<file path="src/rtl/align_stage.sv">
// align_stage: exponent-compare / mantissa-align stage of a single-precision
// adder. Orders the operand pair by magnitude, shifts the smaller mantissa
// right by the exponent difference (keeping guard/round/sticky), and presents
// the result through one output register with a valid/ready handshake.
//
// Operand packing on a_i / b_i (33 bits, hidden bit already inserted):
//   [32]    sign
//   [31:24] exponent
//   [23:0]  mantissa, mant[23] is the hidden bit
//
// Handshake: a pair transfers in when valid_i & ready_o at a rising edge; a
// result transfers out when valid_o & ready_i at a rising edge. ready_o is
// ~valid_o | ready_i, so a full register drains and refills in the same cycle
// and sustains one transfer per cycle. While valid_o & ~ready_i, all outputs
// are held and valid_i is ignored.
//
// num_status_i is carried alongside the data untouched; the data path is
// computed the same way for every status, the next stage interprets it.
module align_stage #(
  parameter int EXT_W = 3
) (
  input  logic        clk_i,
  input  logic        rst_i,
  input  logic        valid_i,
  output logic        ready_o,
  input  logic [32:0] a_i,
  input  logic [32:0] b_i,
  input  logic [1:0]  num_status_i,
  output logic        valid_o,
  input  logic        ready_i,
  output logic        sign_big_o,
  output logic        sign_small_o,
  output logic [7:0]  exp_o,
  output logic [26:0] mant_big_o,
  output logic [26:0] mant_small_o,
  output logic        eff_sub_o,
  output logic        swapped_o,
  output logic [1:0]  num_status_o
);

  localparam int MW = 24;
  localparam int AW = MW + EXT_W;
  localparam logic [7:0] AW_D = 8'(AW);

  // Operand fields
  logic          w_a_sign;
  logic [7:0]    w_a_exp;
  logic [MW-1:0] w_a_mant;
  logic          w_b_sign;
  logic [7:0]    w_b_exp;
  logic [MW-1:0] w_b_mant;

  // Ordered operands
  logic          w_a_big;
  logic          w_sign_big;
  logic          w_sign_small;
  logic [7:0]    w_exp_big;
  logic [7:0]    w_exp_small;
  logic [MW-1:0] w_mant_big;
  logic [MW-1:0] w_mant_small;
  logic [7:0]    w_d;

  // Alignment
  logic [AW-1:0] w_ext_small;
  logic [AW-1:0] w_shifted;
  logic [AW-1:0] w_mask;
  logic          w_sticky;
  logic [AW-1:0] w_aligned;

  logic          w_load;

  // Output register
  logic          r_valid;
  logic          r_sign_big;
  logic          r_sign_small;
  logic [7:0]    r_exp;
  logic [AW-1:0] r_mant_big;
  logic [AW-1:0] r_mant_small;
  logic          r_eff_sub;
  logic          r_swapped;
  logic [1:0]    r_status;

  assign w_a_sign = a_i[32];
  assign w_a_exp  = a_i[31:24];
  assign w_a_mant = a_i[23:0];
  assign w_b_sign = b_i[32];
  assign w_b_exp  = b_i[31:24];
  assign w_b_mant = b_i[23:0];

  assign ready_o = ~r_valid | ready_i;
  assign w_load  = valid_i & ready_o;

  // Pick the larger-magnitude operand; ties on exponent go to A when its
  // mantissa is not smaller, so equal magnitudes never report a swap.
  always_comb begin
    w_a_big      = 1'b0;
    w_sign_big   = 1'b0;
    w_sign_small = 1'b0;
    w_exp_big    = '0;
    w_exp_small  = '0;
    w_mant_big   = '0;
    w_mant_small = '0;
    if (w_a_exp > w_b_exp) begin
      w_a_big = 1'b1;
    end else if ((w_a_exp == w_b_exp) && (w_a_mant >= w_b_mant)) begin
      w_a_big = 1'b1;
    end
    if (w_a_big) begin
      w_sign_big   = w_a_sign;
      w_sign_small = w_b_sign;
      w_exp_big    = w_a_exp;
      w_exp_small  = w_b_exp;
      w_mant_big   = w_a_mant;
      w_mant_small = w_b_mant;
    end else begin
      w_sign_big   = w_b_sign;
      w_sign_small = w_a_sign;
      w_exp_big    = w_b_exp;
      w_exp_small  = w_a_exp;
      w_mant_big   = w_b_mant;
      w_mant_small = w_a_mant;
    end
  end

  assign w_d = w_exp_big - w_exp_small;

  // Right-shift the extended smaller mantissa; every bit that falls off the
  // bottom is folded into the sticky position. Shifts of the full width or
  // more leave only the sticky bit.
  always_comb begin
    w_ext_small = {w_mant_small, {EXT_W{1'b0}}};
    w_shifted   = '0;
    w_mask      = '0;
    w_sticky    = 1'b0;
    w_aligned   = '0;
    if (w_d >= AW_D) begin
      w_aligned = {{(AW-1){1'b0}}, |w_mant_small};
    end else begin
      w_shifted = w_ext_small >> w_d;
      w_mask    = ({{(AW-1){1'b0}}, 1'b1} << w_d) - {{(AW-1){1'b0}}, 1'b1};
      w_sticky  = |(w_ext_small & w_mask);
      w_aligned = {w_shifted[AW-1:1], w_shifted[0] | w_sticky};
    end
  end

  // Output register: reset wins, then load on accept, else drain on consume.
  always_ff @(posedge clk_i) begin
    if (rst_i) begin
      r_valid      <= 1'b0;
      r_sign_big   <= 1'b0;
      r_sign_small <= 1'b0;
      r_exp        <= '0;
      r_mant_big   <= '0;
      r_mant_small <= '0;
      r_eff_sub    <= 1'b0;
      r_swapped    <= 1'b0;
      r_status     <= '0;
    end else if (w_load) begin
      r_valid      <= 1'b1;
      r_sign_big   <= w_sign_big;
      r_sign_small <= w_sign_small;
      r_exp        <= w_exp_big;
      r_mant_big   <= {w_mant_big, {EXT_W{1'b0}}};
      r_mant_small <= w_aligned;
      r_eff_sub    <= w_a_sign ^ w_b_sign;
      r_swapped    <= ~w_a_big;
      r_status     <= num_status_i;
    end else if (ready_i) begin
      r_valid <= 1'b0;
    end
  end

  assign valid_o      = r_valid;
  assign sign_big_o   = r_sign_big;
  assign sign_small_o = r_sign_small;
  assign exp_o        = r_exp;
  assign mant_big_o   = r_mant_big;
  assign mant_small_o = r_mant_small;
  assign eff_sub_o    = r_eff_sub;
  assign swapped_o    = r_swapped;
  assign num_status_o = r_status;

endmodule
</file>
<file path="config.mk">
export PLATFORM = sky130hd
export DESIGN_NAME = align_stage
export DESIGN_NICKNAME = d
export VERILOG_FILES = /design/src/rtl/align_stage.sv
export SDC_FILE = /design/constraint.sdc
export NUM_CORES = 1
export LEC_CHECK = 0
export ABC_CLOCK_PERIOD_IN_PS = 16600
export CORE_UTILIZATION = 56
export CTS_CLUSTER_DIAMETER = 100
export DETAILED_ROUTE_END_ITERATION = 7
export GPL_TIMING_DRIVEN = 0
export PLACE_DENSITY = 0.95
export SYNTH_ARGS = -nofsm -noshare
export SYNTH_HDL_FRONTEND = slang
export SYNTH_SLANG_ARGS = --single-unit
</file>
<file path="constraint.sdc">
create_clock -name clk_i -period 16.6 [get_ports clk_i]
set_input_delay 4.15 -clock clk_i [delete_from_list [all_inputs] [get_ports clk_i]]
set_output_delay 4.15 -clock clk_i [all_outputs]
set_load 0.02 [all_outputs]
</file>
## After elaboration in Yosys (flattened, before gate mapping)

Index checks and enable logic that the tools add are counted.

| word-level totals | value |
|---|---|
| register bits after elaboration | 66 |
| bits of input ports | 72 |
| output and inout port bits | 70 |
| word-level logic and storage cells | 39 |

| operators by class | value |
|---|---|
| add/sub/neg operators | 2 |
| magnitude comparators | 3 |
| equality and inequality tests | 1 |
| shifts and indexed selects | 2 |
| mux-type cells | 11 |
| bitwise operators | 7 |
| reduce and logical (&&, ||, !) cells | 4 |

Operators with widths:

| operator | number |
|---|---|
| 24-bit two-way mux | 2 |
| 27-bit bitwise AND | 1 |
| 27-bit two-way mux | 1 |
| 27-bit OR reduction | 1 |
| 1-bit by 8-bit left shift with 27-bit output (first input constant) | 1 |
| 27-bit by 8-bit right shift with 27-bit output | 1 |
| 27-bit by 1-bit subtractor with 27-bit output (second input constant) | 1 |
| 24-bit >= comparator | 1 |
| 24-bit OR reduction | 1 |
| 8-bit two-way mux | 2 |
| 8-bit equality test | 1 |
| 8-bit by 5-bit >= comparator with 1-bit output (second input constant) | 1 |
| 8-bit greater-than comparator | 1 |
| 8-bit subtractor | 1 |
| 1-bit two-way mux | 6 |
| 1-bit inverter | 2 |
| 1-bit bitwise OR | 2 |
| 2-bit nonzero test | 1 |
| 1-bit bitwise AND | 1 |
| 1-bit logical AND | 1 |
| 1-bit bitwise XOR | 1 |

## Longest topological paths before layout

Gate-level depths: netlist of the first run.

| depth | value |
|---|---|
| word-level depth | 12 |
| depth in mapped cells | 28 |

## Least setup slack after synthesis of the first run

No wires, ideal clock.

| timing path | value |
|---|---|
| path type | input -> register |
| start point | in b_i[26] |
| end point | reg r_mant_small[2], in the netlist mant_small_o[2] |
| setup time | 0.120 ns |
| data arrival time | 9.167 ns |
| data required time | 16.480 ns |
| setup slack | 7.314 ns |
| stages | 27 |
| path through | inv_1 -> ha_1 -> buf_2 -> and4_1 -> nand4_1 -> a211oi_2 -> o21ai_2 -> o21ai_1 -> buf_4 -> buf_2 -> clkbuf_1 -> clkbuf_1 -> clkbuf_1 -> a21boi_0 -> ha_1 -> nor3_1 -> o21ai_0 -> and4_1 -> or2_2 -> clkbuf_1 -> buf_1 -> clkbuf_1 -> mux4_2 -> nand3_1 -> o21ai_0 -> o211ai_1 -> nand2_1 |

| between the ends | value |
|---|---|
| word-level cells in the longest chain between the ends | 8 |
| elaborated cells between the ends (all ways) | 12 |
| classes of those cells | add/sub: 1; order compare: 2; eq/ne: 1; shift: 1; mux: 6; reduce/logical: 1 |

Ends and longest elaborated chain:

| item | RTL line | RTL |
|---|---|---|
| from (decl) | 27 | `input logic [32:0] b_i,` |
| parallel branches: the longest is 7 deep, another holds 8-bit greater-than comparator | - |  |
| 27-bit two-way mux (*) | 136 | `if (w_d >= AW_D) begin` |
| to (signal assigned) | 164 | `r_mant_small <= w_aligned;` |
| to (decl) | 78 | `logic [AW-1:0] r_mant_small;` |

Every way passes the cells marked *.
A chain may end at the register's enable or synchronous reset.

## Worst setup path after layout of the first run

| timing path | value |
|---|---|
| start point | in b_i[9] |
| end point | reg r_mant_small[10], in the netlist mant_small_o[10] |

| between the ends | value |
|---|---|
| word-level cells in the longest chain between the ends | 8 |
| elaborated cells between the ends (all ways) | 11 |
| classes of those cells | add/sub: 1; order compare: 2; shift: 1; mux: 6; reduce/logical: 1 |

Ends and longest elaborated chain:

| item | RTL line | RTL |
|---|---|---|
| 24-bit >= comparator | 105 | `end else if ((w_a_exp == w_b_exp) && (w_a_mant >= w_b_mant)) begin` |
| 1-bit logical AND | 105 |  |
| 1-bit two-way mux | 105 |  |
| 1-bit two-way mux | 103 | `if (w_a_exp > w_b_exp) begin` |
| 8-bit two-way mux | 108 | `if (w_a_big) begin` |
| 8-bit subtractor | 125 | `assign w_d = w_exp_big - w_exp_small;` |
| 27-bit by 8-bit right shift with 27-bit output / 8-bit by 5-bit >= comparator with 1-bit output (equally long branches) | 139, 136 |  |
| 27-bit two-way mux (*) | 136 |  |

Every way passes the cells marked *; elsewhere a longest branch is shown, timed or not.

==> results by group, run 1 <==
Timing
  – RSZ-0062 raised after global routing: no
  – Worst-Margin Slew: around 1.2 ns
  – Slew Viols, Final: 0
  – Tmin final: 11.13 ns
  – Skew final: 0.0137 ns
  – Fin crit share: 67.0%
  – Max frequency: 89.9 MHz
  – Post-route setup TNS: 0 ns
  – Final setup fails: 0
  – Setup ws final: 5.47 ns
  – Hold Fails Final Rpt: 0
  – Slew HR: 18.6%

Yosys
  – Seq cells post-synth: 66
  – Yosys warnings: 0
  – Mux share of post-synthesis cell area: 14.8%
  – Post-synthesis average cell area: 7.44 sq um
  – Cells after Synth: roughly 840
  – Sequential element share of the synthesized area: 21.2%
  – Yosys cell types: 79
  – Netlist Area Pre-Place: 0.00622 sq mm
  – Post-synth EDFFs: 0
  – Ys flop type: dfxtp_1
  – Largest family of logic cells by synthesized area: simple AND/OR/NAND/NOR gates
  – Simple-gate portion of the synthesized area: roughly a quarter
  – Complex-gate fraction of the synthesized area: 24.6%
  – Xor and xnor area share after synthesis: 0.704%
  – Adder-cell share of the synthesized area: roughly 6.6%
  – Synth async-reset ratio: 0%

Hold path
  – Hold Path Depth: 2
  – Min-delay src: mant_small_o[2]
  – Worst min-delay path category: reg -> reg
  – Hold EP: mant_small_o[2]

Floorplanning
  – I/O pins: roughly 140
  – Die area: roughly 0.012 sq mm
  – Chip height: 107 microns
  – Core box area: about 0.011 sq mm
  – Die X: 107 microns
  – FP Rows: 38
  – Initial core utilization: 57.4%

Place
  – Placed cells: 1115
  – DPL Wire Length: between 15 and 20 mm
  – RePlAce Congestion: 1.03
  – Placed cell areas: a little under 0.008 sq mm
  – PortBufs: about 140
  – Dpl ws: 5.38 ns

GRT
  – Gr ovfl total: 0
  – Total Routing Usage GR: 39.3%
  – First-pass GRT wire length: 35.2 mm
  – Number of global-route vias before repair: 6926
  – Largest net degree at the start of global routing: 12
  – Initial antenna violation count: 0

Layout
  – Final cell count without fillers: 1130
  – Area growth from synthesis to layout: 27.9%
  – Ant diodes: 0
  – Design area: 0.00795 sq mm
  – Layout net count: 1091
  – Share of layout cells above drive strength 1: 7.78%

Critical path
  – Critical Path Max Stage Delay: 1.00 ns
  – FF-to-FF Start: valid_o
  – Crit Path Max Fanout: 10
  – Worst R2R Path Depth: 6
  – CP Capture Type: register
  – R2R Path End: mant_big_o[13]
  – Crit path kind: in -> reg
  – Slowest cell on crit path: o311ai_1
  – Flop-to-flop setup slack: 14.33 ns
  – Worst path most repeated cell: clkbuf_1
  – CP Launch Type: input port
  – CP Buf/Inv Count: 7
  – Critical path arrival: roughly 11 ns
  – CP delay by family, top: buffers and inverters
  – Critical path cell sequence: clkdlybuf4s50_1 -> inv_1 -> ha_1 -> a21oi_1 -> o21ai_0 -> a22oi_1 -> nand2_1 -> o21ai_1 -> buf_4 -> buf_2 -> clkbuf_1 -> clkbuf_1 -> clkbuf_1 -> a21boi_0 -> ha_1 -> nor3_1 -> o21ai_0 -> and4_1 -> nor2_1 -> nor2_1 -> o311ai_1 -> nor3_2 -> a22o_1
  – Worst endpoint required time: about 17 ns

Pwr
  – Worst vdd ir: 0.0551 mV
  – Total leakage power: between 3 and 4 nW
  – Pwr dens: 81.8 mW/mm^2

Clock tree
  – H-tree depth: 3
  – Clk root buf: clkbuf_8
  – Post-CTS Setup Bufs: 0
  – Total CTS buffers: 9
  – Clk sink count: 66
  – Post-cts resize count: 0
  – Longest Clk Path Bufs: 2
  – Clk pin slew, worst setup/hold paths: roughly 0.07 ns
  – Post-CTS Hold Fix Bufs: 0
  – Clk Latency, worst-skew pair: approximately 0.37 ns
  – CTS tree: done

Detailed routing
  – Via-to-Cell Ratio: 6.62
  – Drc violations: 0
  – Detailed Route Iter0 Violations: 1031
  – DR vias: 7484
  – Routed wire length: 22.5 mm
  – WL per Instance: between 15 and 20 microns
  – Detail Route Antenna Nets: 0
  – Length of the first detailed-routing pass in iterations: 6

Flow run
  – Max Cap Viol: 0

Status
  – Outcome: finished, final reports clean
-- cells in the final DEF (no fill, tap or decap), types with 9 or more instances in the layout --
| master | n |
|---|---|
| clkbuf_1 | 36 |
| buf_2 | 9 |
| o211ai_1 | 12 |
| nand4_1 | 15 |
| ha_1 | 33 |
| nand2_1 | 147 |
| nand3_1 | 29 |
| a22oi_1 | 16 |
| nor3_1 | 13 |
| dfxtp_1 | 66 |
| inv_1 | 39 |
| a21oi_1 | 31 |
| clkbuf_8 | 11 |
| a311oi_1 | 35 |
| mux2i_1 | 58 |
| o21ai_0 | 30 |
| clkdlybuf4s50_1 | 137 |
| nor2_1 | 91 |
| mux4_2 | 10 |
-- sequential cells by signal (all words and copies together), names as in the netlist --
register,flops
num_status_o,2
mant_big_o,24
eff_sub_o,1
sign_big_o,1
swapped_o,1
exp_o,8
sign_small_o,1
mant_small_o,27
valid_o,1
-- worst max path at each step --
| stage | from | depth (start not counted) | to |
|---|---|---|---|
| global route | b_i[2] | 26 | mant_small_o[1] |
| floorplan | b_i[26] | 27 | mant_small_o[2] |
| global placement | b_i[27] | 27 | mant_small_o[2] |
| detailed placement | b_i[2] | 26 | mant_small_o[2] |
| finish | b_i[9] | 23 | mant_small_o[10] |
| CTS | b_i[2] | 26 | mant_small_o[2] |
-- cells in the mapped netlist (all sizes together) (6+ instances only) --
master	instances	area share, %
nand3	30	2.5
mux2i	59	9.7
o211ai	12	1.4
a31oi	8	0.80
and2	9	0.95
clkbuf	38	2.3
nand4	15	1.5
nand2b	6	0.60
ha	33	6.6
and3	7	0.78
mux2	8	1.4
o21ai	33	2.7
o221ai	6	0.85
a211oi	8	1.0
buf	25	2.2
a21oi	32	2.6
nor3	15	1.4
inv	41	2.5
a311oi	36	5.2
mux4	10	3.6
nor2	91	5.5
dfxtp	66	21
a22oi	16	1.9
nand2	148	9.0
o22ai	6	0.60
-- worst reg2reg max path, stage by stage (launching register included) --
cell and delay, ns:
dfxtp_1 0.31, nand2b_1 0.12, and2_1 0.15, clkbuf_1 0.26
clkbuf_1 0.53, buf_1 0.55, a311oi_1 0.19
-- metrics by stage --
step	power [W]	hold slack (ns)	utilization, %
after detailed placement	0.000509	0.437	71.7
after global placement	0.000505	0.435	71.7
after global routing	0.000677	0.467	73.3
final	0.000650	0.444	73.3
after CTS	0.000636	0.449	73.3
after floorplan	0.000397	0.521	-
-- cells by family (layout without fill, tap and decap cells) --
kind of cell	Yosys count	after routing
buffers and inverters	104	256
AO/OA/AOI/OAI	209	209
other	1	3
adder cells (fa/ha/maj)	33	33
flip-flops	66	66
AND/OR/NAND/NOR	341	341
multiplexers	77	77
XOR/XNOR	5	5
-- per-layer routing --
layer,up-vias,track usage [%],routed length [microns]
met5,-,0,0
met4,0,21.2,1040
met3,96,8.11,2740
met2,586,61.6,9940
met1,3416,50.6,8780
li1,3386,-,-
-- where the power goes --
group,internal [W],switching [W]
Clock,0.0000612,0.0000676
Combinational,0.000130,0.000219
Sequential,0.000167,0.00000542
Total,0.000358,0.000292
-- final cells by class --
cell class,count,area [sq um]
Buffer,63,284
Clock inverter,4,27.5
Sequential cell,66,1320
Inverter,41,154
Fill cell,873,2890
Timing Repair Buffer,137,1370
Clock buffer,11,151
Multi-Input combinational cell,668,4470
Tap cell,140,175
No activity file was read; power rests on OpenSTA's default activity.
==> run 2: changes to the inputs <==
ABC_CLOCK_PERIOD_IN_PS = 9000   (was 16600)
CORE_UTILIZATION = 47   (was 56)
PLACE_DENSITY = 0.9   (was 0.95)
clock period = 9 ns   (was 16.6 ns; I/O delays follow)
==> run 2 against run 1 <==
Global-route usage fell by 4.3 points. Sequential power is 84% higher. Clock-buffer cell count shrank 2. Combinational power rose by 86%. Via count decreased by 3.5%. Register-to-register slack got worse by 7.8 ns. First-iteration DRC count shrank 31%. Wire length rose by 4.8%. Utilization down 9.7 points. Worst setup slack got worse by 5.2 ns. Total power up 110%.
==> results by group, run 2 (synthesized netlist as in run 1, its figures left out) <==
Status
  – Outcome: finished, final reports clean (unchanged)

Clock tree
  – Post-CTS Hold Fix Bufs: 0 (unchanged)
  – Clk pin slew, worst setup/hold paths: 0.06 ns (was 0.07 ns)
  – Clk Latency, worst-skew pair: 0.36 ns (was 0.37 ns)
  – Longest Clk Path Bufs: 2 (unchanged)
  – Total CTS buffers: 9 (unchanged)
  – H-tree depth: 3 (unchanged)
  – Clk sink count: 66 (unchanged)
  – Clk root buf: clkbuf_16 (was clkbuf_8)
  – CTS tree: done (unchanged)

Timing
  – Worst-Margin Slew: 0.862 ns (was 1.20 ns)
  – Hold Fails Final Rpt: 0 (unchanged)
  – Post-route setup TNS: 0 ns (unchanged)
  – Tmin final: about 8.7 ns
  – Final setup fails: 0 (unchanged)
  – RSZ-0062 raised after global routing: no (unchanged)
  – Slew Viols, Final: 0 (unchanged)
  – Fin crit share: around 97%
  – Skew final: 0.0103 ns (was 0.0137 ns)
  – Max frequency: 115 MHz
  – Slew HR: 42.5% (was 18.6%)

Detailed routing
  – Detail Route Antenna Nets: 0 (unchanged)
  – Drc violations: 0 (unchanged)
  – Routed wire length: 23.6 mm (was 22.5 mm)
  – Detailed Route Iter0 Violations: 713 (was 1031)
  – WL per Instance: 20.3 microns (was 19.9 microns)
  – DR vias: 7225 (was 7484)
  – Length of the first detailed-routing pass in iterations: 5 (was 6)
  – Via-to-Cell Ratio: 6.21 (was 6.62)

Place
  – PortBufs: 137 (unchanged)
  – RePlAce Congestion: 1.03 (about the same)
  – DPL Wire Length: 18.7 mm (was 17.4 mm)

Pwr
  – Pwr dens: 165 mW/mm^2 (was 81.8 mW/mm^2)
  – Power Internal: 0.000766 W (was 0.000358 W)
  – Sw Pwr: 0.000571 W (was 0.000292 W)
  – Clock share of power: 27.7% (was 19.8%)
  – Total leakage power: 3.29 nW (was 3.21 nW)
  – Combinational power share: 48.5% (was 53.6%)
  – Switching part of the total: 42.7% (was 44.9%)
  – Register share of total power: 23.8% (was 26.6%)
  – Worst vdd ir: 0.104 mV (was 0.0551 mV)

Layout
  – Area growth from synthesis to layout: 30.7% (was 27.9%)
  – Largest register FFs: 27 (unchanged)
  – Ant diodes: 0 (unchanged)
  – Commonest cells after routing, fill and taps aside: nand2_1, clkdlybuf4s50_1, nor2_1 (unchanged)
  – Final Util: 63.6% (was 73.3%)
  – Layout net count: 1091 (unchanged)
  – Share of layout cells above drive strength 1: 8.58% (was 7.78%)
  – Most common cell after layout, fill and taps aside: nand2_1 (unchanged)

Critical path
  – FF-to-FF Start: valid_o (unchanged)
  – Crit path kind: in -> reg (unchanged)
  – Worst R2R Path Depth: 6 (unchanged)
  – Worst endpoint required time: 9.22 ns (was 16.86 ns)
  – CP Capture Type: register (unchanged)
  – CP Launch Type: input port (unchanged)
  – Crit Path Max Fanout: 10 (unchanged)
  – Critical path arrival: 8.93 ns (was 11.39 ns)
  – Flop-to-flop setup slack: 6.54 ns (was 14.33 ns)
  – R2R Path End: mant_big_o[19] (was mant_big_o[13])

Floorplanning
  – Die X: 117 microns (was 107 microns)
  – Initial core utilization: 48.7% (was 57.4%)
  – I/O pins: 142 (unchanged)
  – Core box area: 0.0128 sq mm (was 0.0108 sq mm)
  – FP Rows: 41 (was 38)
  – Die area: 0.0137 sq mm (was 0.0115 sq mm)
  – Chip height: 117 microns (was 107 microns)

GRT
  – Initial antenna violation count: 0 (unchanged)
  – Number of global-route vias before repair: 6419 (was 6926)
  – First-pass GRT wire length: 35.9 mm (was 35.2 mm)
  – Total Routing Usage GR: 35.1% (was 39.3%)
  – Gr ovfl total: 0 (unchanged)
  – Largest net degree at the start of global routing: 14 (was 12)

Hold path
  – Worst min-delay path category: reg -> reg (unchanged)
  – Min-delay src: mant_small_o[1] (was mant_small_o[2])
  – Hold Path Depth: 2 (unchanged)
  – Hold EP: mant_small_o[1] (was mant_small_o[2])

Flow run
  – Max Cap Viol: 0 (unchanged)
run 2: how the worst max path moves through the flow:
stage	from	end	slack, ns	cells past startpoint
after floorplan	b_i[26]	mant_small_o[2]	1.61	27
after global placement	b_i[27]	mant_small_o[7]	-0.75	27
after detailed placement	b_i[27]	mant_small_o[1]	-0.73	27
after CTS	b_i[27]	mant_small_o[2]	0.1	27
after global routing	b_i[27]	mant_small_o[2]	0.04	28
final	b_i[27]	mant_small_o[5]	0.29	27
run 2: what timing repair did:
action | in CTS | in global routing
buffers inserted | 0 | 0
hold endpoints to repair | 0 | 0
endpoints found under the setup margin | 17 | 18
pin swaps | 0 | 0
gates resized for setup | 3 | 6
run 2: area by class of cell:
cell class,instances,area [sq um]
Inverter,41,154
Fill cell,1176,4650
Buffer,63,292
Multi-Input combinational cell,668,4470
Tap cell,172,215
Timing Repair Buffer,137,1370
Clock buffer,9,225
Clock inverter,7,78.8
Sequential cell,66,1320
run 2: power by group through the flow:
stage | Combinational (W) | Sequential, W | Clock [W]
global route | 0.000688 | 0.000320 | 0.000390
detailed placement | 0.000624 | 0.000324 | 0
global placement | 0.000624 | 0.000324 | 0
finish | 0.000649 | 0.000318 | 0.000371
CTS | 0.000628 | 0.000318 | 0.000370
floorplan | 0.000388 | 0.000344 | 0
run 2: per-layer routing:
| metal | vias to the layer above | wire, microns | GRT usage, % |
|---|---|---|---|
| li1 | 3393 | - | - |
| met1 | 3385 | 10200 | 47.3 |
| met2 | 393 | 10100 | 53.4 |
| met3 | 54 | 2490 | 9.68 |
| met4 | 0 | 750 | 13.0 |
| met5 | - | 0 | 0 |
run 2: per-stage QoR:
step                      std cells  cell area, sq um  hold WS (ns)  setup WS (ns)  power, W
after floorplan                 838              6230         0.521           1.61  0.000732
after global placement         1147              7810         0.432         -0.746  0.000948
after detailed placement       1147              7810         0.437         -0.734  0.000949
after CTS                      1163              8120         0.445         0.0964   0.00132
after global routing           1163              8130         0.459         0.0370   0.00140
final                          1163              8130         0.444          0.292   0.00134
run 2: worst max-delay path: stages:
cell,delay (ns)
clkdlybuf4s50_1,0.54
inv_1,0.08
ha_1,0.27
clkbuf_2,0.20
and4_1,0.24
nand4_1,0.17
a211oi_2,0.31
o21ai_2,0.17
o21ai_1,0.24
buf_4,0.27
buf_2,0.35
clkbuf_2,0.33
clkbuf_2,0.33
clkbuf_2,0.34
a21boi_0,0.15
ha_1,0.30
nor3_1,0.20
o21ai_0,0.11
and4_1,0.21
nor2_2,0.31
clkbuf_2,0.37
clkbuf_1,0.44
nand2_1,0.09
a31oi_1,0.28
o32ai_1,0.12
a22oi_1,0.17
nor2_1,0.06
